[src/rtl/comparator_bist.sv]
// Self-test initiator for a combinational magnitude comparator: sweeps every (a,b)
// pair, samples eq/gt/lt after a settle interval and records mismatches.
module comparator_bist #(
  parameter int W      = 1,
  parameter int SETTLE = 1
) (
  input  logic           clk,
  input  logic           rst,
  input  logic           start,
  output logic [W-1:0]   a_out,
  output logic [W-1:0]   b_out,
  input  logic           eq_in,
  input  logic           gt_in,
  input  logic           lt_in,
  output logic           busy,
  output logic           done,
  output logic           pass,
  output logic [2*W:0]   err_count,
  output logic           fail_valid,
  output logic [W-1:0]   fail_a,
  output logic [W-1:0]   fail_b
);

  // state   | meaning
  // S_IDLE  | waiting for start after reset
  // S_DRIVE | vector applied, counting SETTLE cycles
  // S_CHECK | sample flags, update result, advance index
  // S_DONE  | sweep finished, result held until start or rst

  localparam int SW = (SETTLE > 1) ? $clog2(SETTLE) : 1;

  typedef enum logic [1:0] {S_IDLE, S_DRIVE, S_CHECK, S_DONE} state_t;

  state_t          state_q, state_d;
  logic [2*W-1:0]  idx_q, idx_d;
  logic [SW-1:0]   settle_q, settle_d;
  logic [2*W:0]    err_q, err_d;
  logic            fv_q, fv_d;
  logic [W-1:0]    fa_q, fa_d;
  logic [W-1:0]    fb_q, fb_d;

  logic [W-1:0]    cur_a, cur_b;
  logic [2:0]      flags_exp;
  logic            mismatch;

  assign cur_a     = idx_q[2*W-1:W];
  assign cur_b     = idx_q[W-1:0];
  assign flags_exp = {cur_a == cur_b, cur_a > cur_b, cur_a < cur_b};
  // zero-hot and multi-hot responses fall out of the full 3-bit compare
  assign mismatch  = ({eq_in, gt_in, lt_in} != flags_exp);

  assign a_out      = cur_a;
  assign b_out      = cur_b;
  assign err_count  = err_q;
  assign fail_valid = fv_q;
  assign fail_a     = fa_q;
  assign fail_b     = fb_q;

  always_comb begin
    state_d  = state_q;
    idx_d    = idx_q;
    settle_d = settle_q;
    err_d    = err_q;
    fv_d     = fv_q;
    fa_d     = fa_q;
    fb_d     = fb_q;
    busy     = 1'b0;
    done     = 1'b0;
    pass     = 1'b0;

    case (state_q)
      S_IDLE, S_DONE: begin
        if (state_q == S_DONE) begin
          done = 1'b1;
          pass = (err_q == '0);
        end
        if (start) begin
          idx_d    = '0;
          settle_d = '0;
          err_d    = '0;
          fv_d     = 1'b0;
          fa_d     = '0;
          fb_d     = '0;
          state_d  = S_DRIVE;
        end
      end
      S_DRIVE: begin
        busy = 1'b1;
        if (settle_q == SW'(SETTLE - 1)) begin
          settle_d = '0;
          state_d  = S_CHECK;
        end else begin
          settle_d = settle_q + SW'(1);
        end
      end
      S_CHECK: begin
        busy = 1'b1;
        if (mismatch) begin
          err_d = err_q + (2*W+1)'(1);
          if (!fv_q) begin
            fv_d = 1'b1;
            fa_d = cur_a;
            fb_d = cur_b;
          end
        end
        if (&idx_q) begin
          state_d = S_DONE;
        end else begin
          idx_d   = idx_q + (2*W)'(1);
          state_d = S_DRIVE;
        end
      end
      default: state_d = S_IDLE;
    endcase
  end

  always_ff @(posedge clk) begin
    if (rst) begin
      state_q  <= S_IDLE;
      idx_q    <= '0;
      settle_q <= '0;
      err_q    <= '0;
      fv_q     <= 1'b0;
      fa_q     <= '0;
      fb_q     <= '0;
    end else begin
      state_q  <= state_d;
      idx_q    <= idx_d;
      settle_q <= settle_d;
      err_q    <= err_d;
      fv_q     <= fv_d;
      fa_q     <= fa_d;
      fb_q     <= fb_d;
    end
  end

endmodule

[config.mk]
export PLATFORM = sky130hd
export DESIGN_NAME = comparator_bist
export DESIGN_NICKNAME = d
export VERILOG_FILES = /design/src/rtl/comparator_bist.sv
export SDC_FILE = /design/constraint.sdc
export NUM_CORES = 1
export LEC_CHECK = 0
export CAP_MARGIN = 5
export CORE_MARGIN = 1.5
export CORE_UTILIZATION = 49
export CTS_CLUSTER_DIAMETER = 30
export CTS_CLUSTER_SIZE = 8
export DETAILED_ROUTE_END_ITERATION = 8
export PLACE_DENSITY_LB_ADDON = 0.12
export SKIP_LAST_GASP = 1
export SLEW_MARGIN = 20
export SYNTH_ARGS = -nofsm -noshare
export SYNTH_HDL_FRONTEND = slang
export SYNTH_SLANG_ARGS = --single-unit
[constraint.sdc]
create_clock -name clk -period 3.1 [get_ports clk]
set_clock_uncertainty 0.2 [all_clocks]
set_input_delay 0.31 -clock clk [delete_from_list [all_inputs] [get_ports clk]]
set_output_delay 0.31 -clock clk [all_outputs]
set_load 0.1 [all_outputs]
==> flow_summary.ini <==
[cts]
cts_tree = done
cts.hold.buffers_added = 0
postCtsSetupBuffers = 0
clock_latency_ps = 270
cts_max_level = 1
clock_sinks = 10
root_buffer = clkbuf_4
cts_made_buffers = 3
clk_path_buf_depth = 2
cts_resized = 0
cts.clk_slew.worst_paths_ps = 80

[detailed_routing]
dr.pass1.iters = 2
ant_nets = 0
drc = 0
viasPerCell = 5.26
wl_mm = 1.20
wl_per_cell_microns = 11.7
dr_total_vias = 537
drt-initial-drc-count = 3

[floorplanning]
core-area_sq_um = 1160
die_w_microns = 39.1
initial_core_util_pct = 55.1
fp.dieH_microns = 39.1
placementRows = 12
ios = 17
dieArea_sq_um = 1520

[timing]
fmax_ghz = 0.466
setup_tns_ps = 0
layout_min_cycle_time_ps = 2150
period_share_pct = 69.3
finalHoldViolCount = 0
finalMaxSlewViolations = 0
final-setup-viol-count = 0
grt_setup_unrepaired = no
worstMarginPinSlew_ps = 475
slew_headroom_pct = 68.3

[final_layout]
layout_common_cells = buf_4, dfxtp_1, ha_1
drive_gt1_share_pct = 18.2
area_delta_synth_final_pct = 26.1
fin_area_sq_um = 803
num-fill-cells = 104
nNetsFinal = 104
final_common_cell = buf_4
insertedDiodeCount = 0

[logic_synthesis]
yosys.area.top_type = dfxtp_1
synth.area.top_cells = dfxtp_1, ha_1, nand2b_1
synth_top_area_share_pct = 31.4
netlist_instances = 71
synth_top_family_by_area = simple AND/OR/NAND/NOR gates
syn_area_per_cell_sq_um = 8.97
synth_area_sq_um = 637
synthAdderAreaFrac_pct = 17.7
ys_seq_elements = 10
yosys_warnings = 0
ys_types = 25
seq_area_frac_synth_pct = 31.4
synth_compound_area_share_pct = 14.1
synth_xor_area_share_pct = 4.13
yosys.area_share.simple_pct = 22.2
synthesis.nets = 86
synthMuxAreaShare_pct = 3.14

[placement]
dp_hpwl_microns = 865
place.gp.congestion = 0.684
port_buffers = 16
place_area_sq_um = 767

[global_routing]
grt_pass1_wl_mm = 2.00
first_global_vias = 466
grt_overflow = 0
antenna_found_initial = 0
grt_max_degree = 15
gr-usage-all-layers_pct = 20.3

[min_path]
hp-class = reg2reg

[critical_path]
arrival_ps = 1640
critical_path_required_ps = 2590
end_kind = output port
worst-setup-path-type = reg2out
path_cells = inv_1 -> ha_1 -> and4b_1 -> buf_4
crit_path_max_incr_delay_ps = 420
cp_slowest_cell = dfxtp_1
cp-start-kind = flip-flop
crit_fanout = 6

[power_and_ir_drop]
ir_drop_mv = 0.500
p_per_area_nw_per_um2 = 911
power.leakage_nw = 0.334

[outcome]
status = finished, final reports clean

[job]
drv_cap = 0
==> stage by stage <==
stage	total power, mW	std cells	worst slack, ps	hold WS (ps)	util, %
after floorplan	0.554	71	600	300	-
after global placement	0.607	98	1060	302	66.3
after detailed placement	0.613	98	980	309	66.3
after CTS	0.738	102	938	322	69.5
after global routing	0.781	102	762	338	69.5
final	0.732	102	952	320	69.5
==> critical path: cells and delay by family (launching register included) <==
| kind | cells | cell delay (ps) |
|---|---|---|
| and+or+nand+nor | 1 | 210 |
| adders and majority gates | 1 | 390 |
| buffers and inverters | 2 | 350 |
| DFF | 1 | 420 |
==> power breakdown <==
part | switching (mW) | internal, mW
logic | 0.309 | 0.125
registers | 0.0281 | 0.149
clock network | 0.0494 | 0.0713
==> path summary, 6_finish.rpt <==
check	start	end	slack [ps]	cells past startpoint
max	state_q[0]$_SDFFE_PP0P_	pass	950	4
min	fail_a$_SDFFE_PP0P_	fail_a$_SDFFE_PP0P_	320	2
max reg2reg	state_q[0]$_SDFFE_PP0P_	fail_valid$_SDFFE_PP0P_	960	6
min reg2reg	fail_a$_SDFFE_PP0P_	fail_a$_SDFFE_PP0P_	320	2
==> layer usage <==
metal / vias up / share of wire (%) / track usage, %
met4: 0 / 0 / 12.9
met3: 0 / 4.3 / 6.94
met1: 246 / 49 / 23.6
li1: 281 / - / -
met5: - / 0 / 0
met2: 10 / 46 / 31.3
==> state kept, by name, summed over array words and instances, names as in the netlist <==
name,count
fail_a,1
idx_q,2
err_count,3
fail_valid,1
state_q,2
fail_b,1
==> synth_stat cells <==
| cell type | count |
|---|---|
| a211oi_1 | 2 |
| a21oi_1 | 4 |
| a22oi_1 | 1 |
| a31oi_1 | 3 |
| a41oi_2 | 1 |
| and2_1 | 1 |
| and4b_1 | 1 |
| buf_2 | 1 |
| buf_6 | 1 |
| clkbuf_1 | 1 |
| dfxtp_1 | 10 |
| ha_1 | 9 |
| inv_1 | 7 |
| mux2i_1 | 2 |
| nand2_1 | 2 |
| nand2b_1 | 6 |
| nand3_1 | 4 |
| nand3b_1 | 1 |
| nand4b_1 | 3 |
| nor2_1 | 4 |
| nor2b_1 | 1 |
| nor3_1 | 1 |
| o21ai_0 | 1 |
| o31ai_1 | 1 |
| xnor2_1 | 3 |
==> cell families after synthesis <==
logic type	Yosys count
AO/OA/AOI/OAI	13
multiplexers	2
XOR/XNOR	3
AND/OR/NAND/NOR	24
flip-flops	10
buffers and inverters	10
adder cells (fa/ha/maj)	9
==> layout make-up <==
cell class / instances / area (sq um) / share of cell area (%)
inverter: 7 / 26.3 / 3.27
tap: 14 / 17.5 / 2.18
timing repair buffer: 16 / 133 / 16.5
sequential: 10 / 200 / 24.9
multi-input combinational: 51 / 390 / 48.6
clock buffer: 4 / 36.3 / 4.52
No activity file was read; power rests on OpenSTA's default activity.
